### config.mk
export PLATFORM = sky130hd
export DESIGN_NAME = pll_scan_responder
export DESIGN_NICKNAME = d
export VERILOG_FILES = /design/src/rtl/pll_scan_responder.sv
export SDC_FILE = /design/constraint.sdc
export NUM_CORES = 1
export LEC_CHECK = 0
export ABC_AREA = 1
export BUFFER_PORTS_ARGS = -buffer_cell sky130_fd_sc_hd__buf_2
export CORE_AREA = 2 2 175 211
export CTS_CLUSTER_SIZE = 10
export DETAILED_ROUTE_END_ITERATION = 8
export DIE_AREA = 0 0 177 213
export PLACE_DENSITY = 0.53
export SYNTH_ARGS = -nofsm -noshare
export SYNTH_HDL_FRONTEND = slang
export SYNTH_SLANG_ARGS = --single-unit
### constraint.sdc
create_clock -name clk_i -period 9.5 [get_ports clk_i]
set_input_delay 0 -clock clk_i [delete_from_list [all_inputs] [get_ports clk_i]]
set_output_delay 0 -clock clk_i [all_outputs]
set_load 0.005 [all_outputs]
### src/rtl/pll_scan_responder.sv
// -----------------------------------------------------------------------------
// pll_scan_responder
//   PLL-side end of the dynamic-reconfiguration scan bus. It shifts the serial
//   chain in on scanclk rising edges and commits it as the active configuration
//   on configupdate. scandone is dropped for DONE_DLY cycles and the emulated
//   lock returns LOCK_DLY cycles after that. A simulation / self-test stand-in
//   for the hard PLL.
//
//   Optional build macro: PLL_SCAN_READBACK_EN
//     defined   : scandataout = chain MSB (register), serial readback
//     undefined : scandataout tied to 0, no readback logic
//
// Ports
//   clk_i         in   system clock, rising edge
//   reset_n       in   async active-low reset (release synchronised to clk_i)
//   scanclk       in   scan clock, synchronous to clk_i, phases >= 1 cycle
//   scanclkena    in   shift enable, sampled on scan edge
//   scandata      in   serial data, sampled on scan edge
//   configupdate  in   commit request, sampled on scan edge
//   areset        in   PLL reset, level sensitive
//   scandataout   out  serial readback
//   scandone      out  1 = idle/complete, 0 = update in progress
//   locked        out  emulated PLL lock
//   cfg_word      out  committed configuration word
//   cfg_valid     out  a configuration has been committed
//   cfg_pulse     out  one-cycle strobe when scandone reasserts
//   len_err       out  shift count differed from CHAIN_LEN at the last commit
// -----------------------------------------------------------------------------
module pll_scan_responder #(
  parameter int CHAIN_LEN = 144,
  parameter int DONE_DLY  = 16,
  parameter int LOCK_DLY  = 64
) (
  input  logic                 clk_i,
  input  logic                 reset_n,
  input  logic                 scanclk,
  input  logic                 scanclkena,
  input  logic                 scandata,
  input  logic                 configupdate,
  input  logic                 areset,
  output logic                 scandataout,
  output logic                 scandone,
  output logic                 locked,
  output logic [CHAIN_LEN-1:0] cfg_word,
  output logic                 cfg_valid,
  output logic                 cfg_pulse,
  output logic                 len_err
);

  typedef enum logic [1:0] {
    ST_IDLE     = 2'd0,
    ST_UPDATE   = 2'd1,
    ST_LOCKWAIT = 2'd2,
    ST_LOCKED   = 2'd3
  } state_t;

  localparam logic [7:0] DONE_LOAD = 8'(DONE_DLY - 1);
  localparam logic [9:0] LOCK_LOAD = 10'(LOCK_DLY - 1);

  logic [1:0]           rst_sync_q;
  logic                 rst_int_n;

  state_t               state_q,       state_d;
  logic                 scanclk_q;
  logic [CHAIN_LEN-1:0] chain_q,       chain_d;
  logic [7:0]           shift_cnt_q,   shift_cnt_d;
  logic [7:0]           dly_q,         dly_d;
  logic [9:0]           lock_q,        lock_d;
  logic [CHAIN_LEN-1:0] cfg_word_q,    cfg_word_d;
  logic                 cfg_valid_q,   cfg_valid_d;
  logic                 len_err_q,     len_err_d;
  logic                 scandone_q,    scandone_d;
  logic                 locked_q,      locked_d;
  logic                 cfg_pulse_q,   cfg_pulse_d;

  logic                 scan_edge_s;
  logic                 shift_en_s;
  logic                 commit_s;
  logic [CHAIN_LEN-1:0] chain_shift_s;
  logic [7:0]           cnt_after_s;

  // Reset synchroniser: asserts asynchronously, releases on clk_i.
  always_ff @(posedge clk_i or negedge reset_n) begin
    if (!reset_n) begin
      rst_sync_q <= 2'b00;
    end else begin
      rst_sync_q <= {rst_sync_q[0], 1'b1};
    end
  end

  assign rst_int_n = rst_sync_q[1];

  // Scan-edge detection and the commit condition (commit is refused in UPDATE).
  assign scan_edge_s   = scanclk & ~scanclk_q;
  assign shift_en_s    = scan_edge_s & scanclkena;
  assign commit_s      = scan_edge_s & configupdate & (state_q != ST_UPDATE);
  assign chain_shift_s = {chain_q[CHAIN_LEN-2:0], scandata};

  // Shift count including a bit shifted on this same edge, saturating at 255.
  always_comb begin
    cnt_after_s = shift_cnt_q;
    if (shift_en_s && (shift_cnt_q != 8'hFF)) begin
      cnt_after_s = shift_cnt_q + 8'd1;
    end else begin
      cnt_after_s = shift_cnt_q;
    end
  end

  // Next-state and output logic.
  always_comb begin
    state_d     = state_q;
    chain_d     = chain_q;
    shift_cnt_d = cnt_after_s;
    dly_d       = dly_q;
    lock_d      = lock_q;
    cfg_word_d  = cfg_word_q;
    cfg_valid_d = cfg_valid_q;
    len_err_d   = len_err_q;
    scandone_d  = scandone_q;
    locked_d    = locked_q;
    cfg_pulse_d = 1'b0;

    if (shift_en_s) begin
      chain_d = chain_shift_s;
    end else begin
      chain_d = chain_q;
    end

    case (state_q)
      ST_UPDATE: begin
        // areset is not acted on here; LOCKWAIT holds the counter while it is high.
        if (dly_q == 8'd0) begin
          scandone_d  = 1'b1;
          cfg_pulse_d = 1'b1;
          lock_d      = LOCK_LOAD;
          state_d     = ST_LOCKWAIT;
        end else begin
          dly_d = dly_q - 8'd1;
        end
      end
      ST_IDLE, ST_LOCKWAIT, ST_LOCKED: begin
        if (commit_s) begin
          // Committed word already contains a bit shifted on this edge.
          cfg_word_d  = chain_d;
          cfg_valid_d = 1'b1;
          len_err_d   = ({24'd0, cnt_after_s} != 32'(CHAIN_LEN));
          shift_cnt_d = 8'd0;
          scandone_d  = 1'b0;
          locked_d    = 1'b0;
          dly_d       = DONE_LOAD;
          state_d     = ST_UPDATE;
        end else if (areset) begin
          locked_d = 1'b0;
          lock_d   = LOCK_LOAD;
          state_d  = ST_LOCKWAIT;
        end else if (state_q == ST_LOCKWAIT) begin
          if (lock_q == 10'd0) begin
            locked_d = 1'b1;
            state_d  = ST_LOCKED;
          end else begin
            lock_d = lock_q - 10'd1;
          end
        end else begin
          state_d = state_q;
        end
      end
      default: begin
        state_d = ST_IDLE;
      end
    endcase
  end

  // State and datapath registers.
  always_ff @(posedge clk_i or negedge rst_int_n) begin
    if (!rst_int_n) begin
      state_q     <= ST_IDLE;
      scanclk_q   <= 1'b0;
      chain_q     <= '0;
      shift_cnt_q <= 8'd0;
      dly_q       <= 8'd0;
      lock_q      <= 10'd0;
      cfg_word_q  <= '0;
      cfg_valid_q <= 1'b0;
      len_err_q   <= 1'b0;
      scandone_q  <= 1'b1;
      locked_q    <= 1'b0;
      cfg_pulse_q <= 1'b0;
    end else begin
      state_q     <= state_d;
      scanclk_q   <= scanclk;
      chain_q     <= chain_d;
      shift_cnt_q <= shift_cnt_d;
      dly_q       <= dly_d;
      lock_q      <= lock_d;
      cfg_word_q  <= cfg_word_d;
      cfg_valid_q <= cfg_valid_d;
      len_err_q   <= len_err_d;
      scandone_q  <= scandone_d;
      locked_q    <= locked_d;
      cfg_pulse_q <= cfg_pulse_d;
    end
  end

  assign scandone  = scandone_q;
  assign cfg_word  = cfg_word_q;
  assign cfg_valid = cfg_valid_q;
  assign cfg_pulse = cfg_pulse_q;
  assign len_err   = len_err_q;
  // Lock drops in the same cycle areset rises, as a real PLL would.
  assign locked    = locked_q & ~areset;

`ifdef PLL_SCAN_READBACK_EN
  assign scandataout = chain_q[CHAIN_LEN-1];
`else
  assign scandataout = 1'b0;
`endif

endmodule

Yosys cells after proc, flatten, opt, wreduce, memory -nomap -nowiden --
Cells that the tools add are included.
Cells by class: $add $sub $neg 3, equality and inequality tests 14, reductions and logical operators 13, mux-type cells 28, bitwise operators 7
Operators with widths (number):
- $mux W144 | 1
- $mux W10 | 5
- $mux W8 | 5
- $pmux W10 S2 | 1
- $ne A8 B8 Y1 const B | 2
- $pmux W8 S2 | 1
- $logic_not A10 Y1 | 1
- $mux W2 | 5
- $sub A10 B1 Y10 const B | 1
- $add A8 B1 Y8 const B | 1
- $logic_not A8 Y1 | 1
- $mux W1 | 8
- $ne A2 B2 Y1 const B | 4
- $ne A4 B4 Y1 const B | 2
- $sub A8 B1 Y8 const B | 1
- $ne A3 B3 Y1 const B | 2
- $reduce_and A2 Y1 | 3
- $reduce_and A3 Y1 | 2
- $reduce_bool A3 Y1 | 2
- $and A1 B1 Y1 | 5
- $eq A2 B2 Y1 const B | 2
- $pmux W2 S2 | 1
- $reduce_and A4 Y1 | 1
- $reduce_or A3 Y1 | 1
- 6 further kinds | 7
Word-level totals: logic and storage cells 78, output and inout port bits 150, bits in registers 324

Depth between registers and ports, before layout --
Gate-level depths: netlist of run 1.
word-level depth 7, gate-level depth with buffers 12, mapped depth without buffers 12

Worst setup path before layout of run 1 --
OpenSTA, ideal clock, no wires.
path type register to register, from register state_q[0], to register cfg_word_q[122], in the netlist cfg_word[122], path slack 7843 ps, setup time 127 ps, stages on the path, launching flop included 10, data arrival time 1530 ps, cells stage by stage dfrtp_1 ha_1 buf_6 inv_4 nand4_4 inv_2 buf_6 buf_6 buf_2 a31oi_1
Between the ends: cells in the longest elaborated chain, start to end 3
RTL lines:
- start: declaration | line 63 | state_t state_q, state_d;
- start signal: assignment | line 189 | state_q <= state_d;
- $eq A2 B2 Y1, or another cell as far along | line 129 | case (state_q)
- $reduce_or A3 Y1 or $and A1 B1 Y1 (tied branches) | line 129, 96
- $reduce_and A2 Y1 (no source line) (*)
- end signal: assignment | line 195 | cfg_word_q <= cfg_word_d;
- end: declaration | line 69 | logic [CHAIN_LEN-1:0] cfg_word_q, cfg_word_d;
Mark *: on every way between the ends. The rest lies on a longest branch, timed or not. A chain may end at the register's enable or synchronous reset.

Final worst setup path of run 1 --
from register state_q[0], to register len_err_q, in the netlist len_err
Between the ends: cells in the longest elaborated chain, start to end 3
RTL lines:
- $eq A2 B2 Y1, or another cell as far along | line 129
- $reduce_or A3 Y1 or $and A1 B1 Y1 (tied branches) | line 129, 96
- $reduce_and A2 Y1 (no source line) (*)
- end signal: assignment | line 197 | len_err_q <= len_err_d;
- end: declaration | line 71 | logic len_err_q, len_err_d;
Marked as above.

==> flow_summary.ini, run 1 <==
[sta]
finalClockSkew_ns = 0.0109
max_freq_mhz = 285
hold_viol_final = 0
worst_pin_slew_ns = 1.05
fin_crit_sh = 0.370
rsz0062_at_grt = no
tns_ns = 0
slew_viol_final = 0
slew_headroom = 0.299
setup_viol = 0
finalCriticalPeriod_ns = 3.51

[global_routing]
antenna_found_initial = 0
grt_max_degree = 197
grtUsageTotal = 0.153
grt_pass1_wl_microns = 47300
grt_overflow_total = 0
grt_pass1_vias = 9453

[detailed_routing]
drc = 0
wl_per_cell_microns = 14.2
ant_nets = 0
viasPerCell = 4.78
drt_pass1_iterations = 4
num_vias = 9402
drt_iter0_drc = 589
drt-total-wl_microns = 27900

[setup_path]
startpoint_type = flop
reg2reg_from = state_q[0]$_DFFE_PN0P_
startpoint = state_q[0]$_DFFE_PN0P_
critical_path_required_ns = 9.92
crit_fanout = 196
path_class = reg -> reg
cp-end-kind = flop
cp.arrival_ns = 3.93
rrSetupSlack_ns = 5.99

[synth]
async_flop_share = 1.00
ys_top_cells_by_count = nand2_1 (511), dfrtp_1 (323), nor2_1 (173)
synth_area_sq_um = 12700
synthTopCellsByArea = dfrtp_1 (64%), nand2_1 (15%), a31oi_1 (7.0%), nor2_1 (5.1%), buf_2 (1.6%)
synth_cells = 1346
netlist.top_cell.by_area = dfrtp_1
synth.most_common_cell = nand2_1
synth-edff-count = 0
synth-seq-cells = 324
synth_top_area_share = 0.637
syn-num-nets = 1359
yosysSeqAreaShare = 0.639
yosysUniqueCellTypes = 34
avgSynthCellArea_sq_um = 9.43
synth_ff_type = dfrtp_1
yosys_warnings = 0

[floorplanning]
die_w_microns = 177
num_io_pins = 157
core_area_sq_um = 35700
start_util = 0.356
std_cell_rows = 76
die_h_microns = 213
die_area_sq_um = 37700

[finish]
nets = 1500
seq_area_sq_um = 8110
fillers = 3583
multi_input_area_sq_um = 4040
syn2layout_area_growth_pct = 17.1
antenna_cells = 0
drive_gt1_frac = 0.153

[worst_hold_path]
holdCritPathClass = in -> reg
hold_path.startpoint = scandata

[clock_network]
post_cts_resized = 0
htreeDepth = 2
numCtsBuffers = 39
tritoncts = built
clkTransAtPathRegs_ns = 0.06
cts_root_buffer = clkbuf_16
clockBufferDepth = 3
clock_latency_ns = 0.53
clock_sinks = 324

[power_and_ir_drop]
powerDensity_nw_per_um2 = 242
p_leak_nw = 7.61
vdd_drop_max_uv = 149
power_mw = 3.59

[flow_run]
drv_cap = 0

[place]
dp_hpwl_microns = 16800
routabilityCongestion = 0.772
numPortBuffers = 155

[run_status]
status = complete, no violations
-- metal layers --
layer,GRT usage,wire length (microns)
met3,0.0507,2010
met1,0.197,12700
met5,0,0
met2,0.245,12700
met4,0.0425,485
-- worst max-delay path: stages (launching register included) --
cell	delay, ns
dfrtp_1	0.40
ha_1	0.35
inv_4	0.15
nand4_4	0.22
inv_8	0.81
buf_4	0.90
nand2_1	0.11
nor2_1	0.15
nand3_1	0.08
nand2_1	0.06
inv_1	0.03
-- per-stage QoR --
stage / util / instances / area, sq um / hold WS, ns / setup WS [ns]
global route: 0.417 / 1968 / 14900 / 0.228 / 5.54
CTS: 0.417 / 1968 / 14900 / 0.191 / 5.83
floorplan: - / 1346 / 12700 / -0.296 / 4.20
finish: 0.417 / 1968 / 14900 / 0.224 / 5.99
detailed placement: 0.385 / 1908 / 13700 / -0.211 / 5.84
global placement: 0.385 / 1908 / 13700 / -0.214 / 5.85
-- timing repair --
item / 4_1_cts / 5_1_grt
setup endpoints to repair: 0 / 0
hold buffers: 6 / 0
buffers inserted: 0 / 0
endpoints found under the hold margin: 23 / 0
-- registers in the layout (all words and copies together), names as in the netlist --
name,cells
cfg_word,144
chain_q,144
lock_q,10
dly_q,8
shift_cnt_q,8
rst_sync_q,2
state_q,2
cfg_pulse,1
cfg_valid,1
len_err,1
locked_q,1
scanclk_q,1
scandone,1
-- cells in the final DEF (no fill, tap or decap), types with 2 or more instances in the layout --
| master | netlist | layout |
|---|---|---|
| dlygate4sd3_1 | 0 | 6 |
| dfrtp_1 | 323 | 322 |
| buf_4 | 15 | 7 |
| o21ai_0 | 15 | 15 |
| nand3b_1 | 2 | 2 |
| clkbuf_1 | 4 | 9 |
| nand3_1 | 23 | 22 |
| nor2_1 | 173 | 173 |
| a31oi_1 | 143 | 143 |
| o21ai_1 | 2 | 2 |
| nor3_1 | 2 | 2 |
| inv_6 | 0 | 3 |
| clkbuf_16 | 0 | 39 |
| inv_1 | 37 | 37 |
| ha_1 | 6 | 6 |
| nand2_1 | 511 | 511 |
| inv_2 | 4 | 2 |
| buf_2 | 41 | 155 |
| nand2_2 | 5 | 5 |
| nor2_2 | 3 | 3 |
| or2_2 | 2 | 2 |
| a21oi_1 | 5 | 5 |
| conb_1 | 2 | 2 |
| nand4_1 | 4 | 4 |
| o31ai_1 | 2 | 2 |
| xor2_1 | 5 | 5 |
| inv_4 | 1 | 2 |
-- final timing paths --
check                                                end  cells past startpoint
worst min-delay path                chain_q[0]$_DFF_PN0_                      4
worst max register to register       len_err$_DFFE_PN0N_                     10
worst max-delay path                 len_err$_DFFE_PN0N_                     10
max in group asynchronous       cfg_word[29]$_DFFE_PN0N_                      2
worst min register to register   cfg_word[6]$_DFFE_PN0N_                      0
min in group asynchronous        cfg_word[6]$_DFFE_PN0N_                      0
-- layout make-up --
| type | instances | area share |
|---|---|---|
| clock buffers | 49 | 0.0689 |
| clock inverters | 5 | 0.00269 |
| inverters | 42 | 0.0114 |
| multi-input cells | 912 | 0.272 |
| flip-flops and latches | 324 | 0.546 |
| well taps | 468 | 0.0394 |
| repair buffers | 168 | 0.0598 |
-- kinds of logic (layout without fill, tap and decap cells) --
family | count (synthesis) | in the layout | synth area share
AOI/OAI and AO/OA | 171 | 171 | 0.0841
and+or+nand+nor | 727 | 727 | 0.223
xor gates and xnor gates | 6 | 6 | 0.00414
DFF | 324 | 324 | 0.639
buffers and inverters | 110 | 264 | 0.0436
other | 2 | 2 | 0.000592
adders and majority gates | 6 | 6 | 0.00591
-- report_power, final --
part	switching, mW	internal (mW)	leakage [nW]
Sequential	0.130	1.58	4.14
Combinational	0.320	0.255	2.95
Clock	0.550	0.751	0.520
Total	1.00	2.59	7.61
(Power assumes the default switching activity.)
==> run 2: changes to the inputs <==
Clock period 9.5 ns to 3.2 ns, I/O delays scaled along.
==> flow_summary.ini, run 2 (same netlist as run 1, synthesis figures left out) <==
[sta]
timing.final.ws_setup_ns = 0.967
worst_pin_slew_ns = 0.964
setup_viol = 0
max_freq_mhz = 448
slew_viol_final = 0
rsz0062_at_grt = no
fin_crit_sh = 0.698
finalClockSkew_ns = 0.0110
slew_headroom = 0.358
finalCriticalPeriod_ns = 2.23
tns_ns = 0
hold_viol_final = 0

[place]
pre_cts_ws_ns = 0.922
placed_cells = 1924
dp_hpwl_microns = 17300
routabilityCongestion = 0.797
numPortBuffers = 155

[global_routing]
grtUsageTotal = 0.153
grt_pass1_wl_microns = 47100
grt_pass1_vias = 9519
antenna_found_initial = 0
grt_overflow_total = 0
grt_max_degree = 148

[power_and_ir_drop]
vdd_drop_max_uv = 388
comb_power_share = 0.161
powerDensity_nw_per_um2 = 716
p_switching_mw = 2.94
p_leak_nw = 7.75
pwr-share-clk = 0.371
power.internal_mw = 7.90
switching_share = 0.271
power_mw = 10.8
p_seq_frac = 0.468

[clock_network]
clkTransAtPathRegs_ns = 0.05
htreeDepth = 2
clock_latency_ns = 0.52
cts_root_buffer = clkbuf_16
tritoncts = built
clockBufferDepth = 3
numCtsBuffers = 39
clock_sinks = 324
postCtsSetupRepairBufs = 0

[floorplanning]
die_h_microns = 213
die_area_sq_um = 37700
start_util = 0.356
die_w_microns = 177
num_io_pins = 157
std_cell_rows = 76
core_area_sq_um = 35700

[detailed_routing]
drc = 0
wl_per_cell_microns = 14.1
drt_iter0_drc = 648
viasPerCell = 4.76
num_vias = 9441
ant_nets = 0
drt-total-wl_microns = 28000
drt_pass1_iterations = 4

[worst_hold_path]
hold_depth = 5
hold_end = chain_q[8]$_DFF_PN0_
holdCritPathClass = in -> reg
hold_path.startpoint = scanclkena

[setup_path]
cp.arrival_ns = 2.67
path_class = reg -> reg
cp_top_family = buffers and inverters
worst_path_max_delay_cell = inv_8
crit_chain = ha_1 -> inv_4 -> nand4_4 -> inv_8 -> buf_4 -> nor2_1 -> a31oi_1
crit_fanout = 71
cp-end-kind = flop
rr_worst_depth = 7
worst-path-buf-inv = 3
slowest_delay_ns = 0.41
timing.rr.end = cfg_word[133]$_DFFE_PN0N_
startpoint = state_q[0]$_DFFE_PN0P_
critical_path_required_ns = 3.64
rrSetupSlack_ns = 0.97
reg2reg_from = state_q[0]$_DFFE_PN0P_
startpoint_type = flop

[flow_run]
drv_cap = 0

[finish]
nets = 1516
syn2layout_area_growth_pct = 19.2
final_cell_mix = nand2_1 (511), dfrtp_1 (322), nor2_1 (173)
antenna_cells = 0
layout_commonest_cell = nand2_1
final_cells = 1984
post-route-util = 0.424
drive_gt1_frac = 0.162

[run_status]
status = complete, no violations
run 2: metrics by stage:
| stage | instance area (sq um) | hold slack (ns) |
|---|---|---|
| after floorplan | 12700 | -0.296 |
| after global placement | 13900 | -0.215 |
| after detailed placement | 13900 | -0.213 |
| after CTS | 15100 | 0.149 |
| after global routing | 15100 | 0.200 |
| final | 15100 | 0.138 |
run 2: area by class of cell:
| cell class | count | area (sq um) |
|---|---|---|
| timing repair buffer | 184 | 1100 |
| inverter | 42 | 170 |
| fill | 3510 | 20500 |
| tap | 468 | 586 |
| multi-input combinational | 912 | 4040 |
| clock buffer | 51 | 1080 |
| clock inverter | 3 | 40.0 |
| sequential | 324 | 8110 |
run 2: power by group through the flow:
stage               clock [mW]  sequential [mW]  combinational, mW
global route              4.35             5.16               2.01
finish                    4.02             5.07               1.74
CTS                       4.19             5.09               1.79
global placement             0             5.14               1.76
floorplan                    0             5.18              0.903
detailed placement           0             5.15               1.78
run 2: worst reg2reg max path, delay by kind of cell (launching register included):
| kind | cells | cell delay (ns) |
|---|---|---|
| adders and majority gates | 1 | 0.34 |
| buffers and inverters | 3 | 0.97 |
| AOI/OAI and AO/OA | 1 | 0.14 |
| and+or+nand+nor | 2 | 0.30 |
| DFF | 1 | 0.39 |
run 2: worst max-delay path by stage:
stage                                      to  cells after the start
floorplan                 cfg_pulse$_DFF_PN0_                      0
global placement      cfg_word[2]$_DFFE_PN0N_                      7
detailed placement    cfg_word[7]$_DFFE_PN0N_                      7
CTS                   cfg_word[7]$_DFFE_PN0N_                      7
global route             dly_q[5]$_DFFE_PN0P_                     10
finish              cfg_word[133]$_DFFE_PN0N_                      7
run 2: metal layers:
metal,up-vias,track usage,share of wire
met5,-,0,0
li1,4675,-,-
met2,177,0.246,0.45
met1,4543,0.196,0.45
met3,46,0.0531,0.077
met4,0,0.0416,0.018
run 2: repair_timing:
| item | 4_1_cts | 5_1_grt |
|---|---|---|
| hold buffers | 6 | 0 |
| endpoints found under the hold margin | 22 | 0 |
| gates resized for setup | 0 | 0 |
==> run 3: changes to the inputs <==
Settings changed: PLACE_DENSITY 0.53 to 0.51.
Clock period 3.2 ns to 2.3 ns, I/O delays scaled along.
==> flow_summary.ini, run 3 (same netlist as run 1, synthesis figures left out) <==
[floorplanning]
die_w_microns = 177
start_util = 0.356
core_area_sq_um = 35700
std_cell_rows = 76
die_h_microns = 213
die_area_sq_um = 37700
num_io_pins = 157

[finish]
layout_commonest_cell = nand2_1
syn2layout_area_growth_pct = 19.0
final_cell_mix = nand2_1 (511), dfrtp_1 (322), nor2_1 (173)
drive_gt1_frac = 0.160
final_cells = 1982
antenna_cells = 0
post-route-util = 0.424
nets = 1515

[worst_hold_path]
hold_depth = 2
holdCritPathClass = in -> reg

[detailed_routing]
drt_pass1_iterations = 7
wl_per_cell_microns = 14.2
ant_nets = 0
wl_met1_microns = 13000
num_vias = 9533
wl_met3_microns = 1890
dr_wl_met2_microns = 12800
drc = 0
top_layer = met4
drt_iter0_drc = 538
viasPerCell = 4.81
drt-total-wl_microns = 28200

[global_routing]
grt_max_degree = 145
antenna_found_initial = 0
grtUsageTotal = 0.153
grt_overflow_total = 0
grt_pass1_vias = 9442
grt_pass1_wl_microns = 47400

[clock_network]
clock_latency_ns = 0.51
tritoncts = built
clkTransAtPathRegs_ns = 0.05
clock_sinks = 324
cts_root_buffer = clkbuf_16
post_cts_resized = 0
numCtsBuffers = 39
clockBufferDepth = 3
htreeDepth = 2

[sta]
fin_crit_sh = 0.858
setup_viol = 0
rsz0062_at_grt = no
worst_pin_slew_ns = 0.778
slew_headroom = 0.481
slew_viol_final = 0
timing.final.ws_setup_ns = 0.326
finalClockSkew_ns = 0.00696
whs_ns = 0.241
hold_viol_final = 0
finalCriticalPeriod_ns = 1.97
max_freq_mhz = 507

[power_and_ir_drop]
powerDensity_nw_per_um2 = 980
vdd_drop_max_uv = 593
p_leak_nw = 7.72
power_mw = 14.8

[place]
placed_cells = 1922
numPortBuffers = 155
routabilityCongestion = 0.798
pre_cts_ws_ns = 0.310
dp_hpwl_microns = 17600

[flow_run]
drv_cap = 0

[setup_path]
critical_path_required_ns = 2.73
cp_top_family = buffers and inverters
rrSetupSlack_ns = 0.33
cp-end-kind = flop
rr_worst_depth = 7
cp.arrival_ns = 2.41
worst-path-buf-inv = 3
slowest_delay_ns = 0.39
cp.depth = 7
startpoint_type = flop
startpoint = state_q[0]$_DFFE_PN0P_
reg2reg_from = state_q[0]$_DFFE_PN0P_
crit_fanout = 38
worst_path_max_delay_cell = dfrtp_1
crit_chain = ha_1 -> inv_4 -> nand4_4 -> inv_8 -> buf_4 -> nor2_1 -> a31oi_1
timing.rr.end = cfg_word[115]$_DFFE_PN0N_
cp-endpoint = cfg_word[115]$_DFFE_PN0N_
path_class = reg -> reg

[run_status]
status = complete, no violations
==> run 3: worst min path at each step <==
stage | startpoint | to
after CTS | scandata | chain_q[0]$_DFF_PN0_
after floorplan | reset_n | rst_sync_q[0]$_DFF_PN0_
after detailed placement | reset_n | rst_sync_q[1]$_DFF_PN0_
after global placement | reset_n | rst_sync_q[0]$_DFF_PN0_
final | scanclk | scanclk_q$_DFF_PN0_
after global routing | scanclk | scanclk_q$_DFF_PN0_
==> run 3: cell type report <==
type | count | area, sq um
flip-flops and latches | 324 | 8110
fillers | 3546 | 20600
repair buffers | 183 | 1140
clock buffers | 49 | 1020
clock inverters | 4 | 26.3
multi-input cells | 912 | 4040
inverters | 42 | 170
well taps | 468 | 586
==> run 3: metrics by stage <==
stage               TNS (ns)  cell area (sq um)
detailed placement         0              14000
global route               0              15100
global placement           0              14000
finish                     0              15100
floorplan            -292.81              12700
CTS                        0              15100
==> run 3: per-layer routing <==
metal  track usage  vias to the layer above
met5             0                        -
met4        0.0425                        0
met3        0.0474                       47
met2         0.242                      178
met1         0.202                     4617
li1              -                     4691
==> run 3: worst reg2reg max path, cell delays in order, from the launching register on <==
cell and delay (ns):
dfrtp_1 0.39, ha_1 0.25, inv_4 0.11, nand4_4 0.20, inv_8 0.31, buf_4 0.40, nor2_1 0.08, a31oi_1 0.15
==> run 3: what timing repair did <==
item                                   4_1_cts  5_1_grt
setup buffers                                0        0
endpoints found under the hold margin       22        0
setup endpoints to repair                    0        0
hold buffers                                 7        0
==> run 3: power breakdown <==
group / switching [mW] / internal [mW]
Combinational: 1.34 / 1.10
Clock: 2.22 / 3.09
Sequential: 0.509 / 6.54
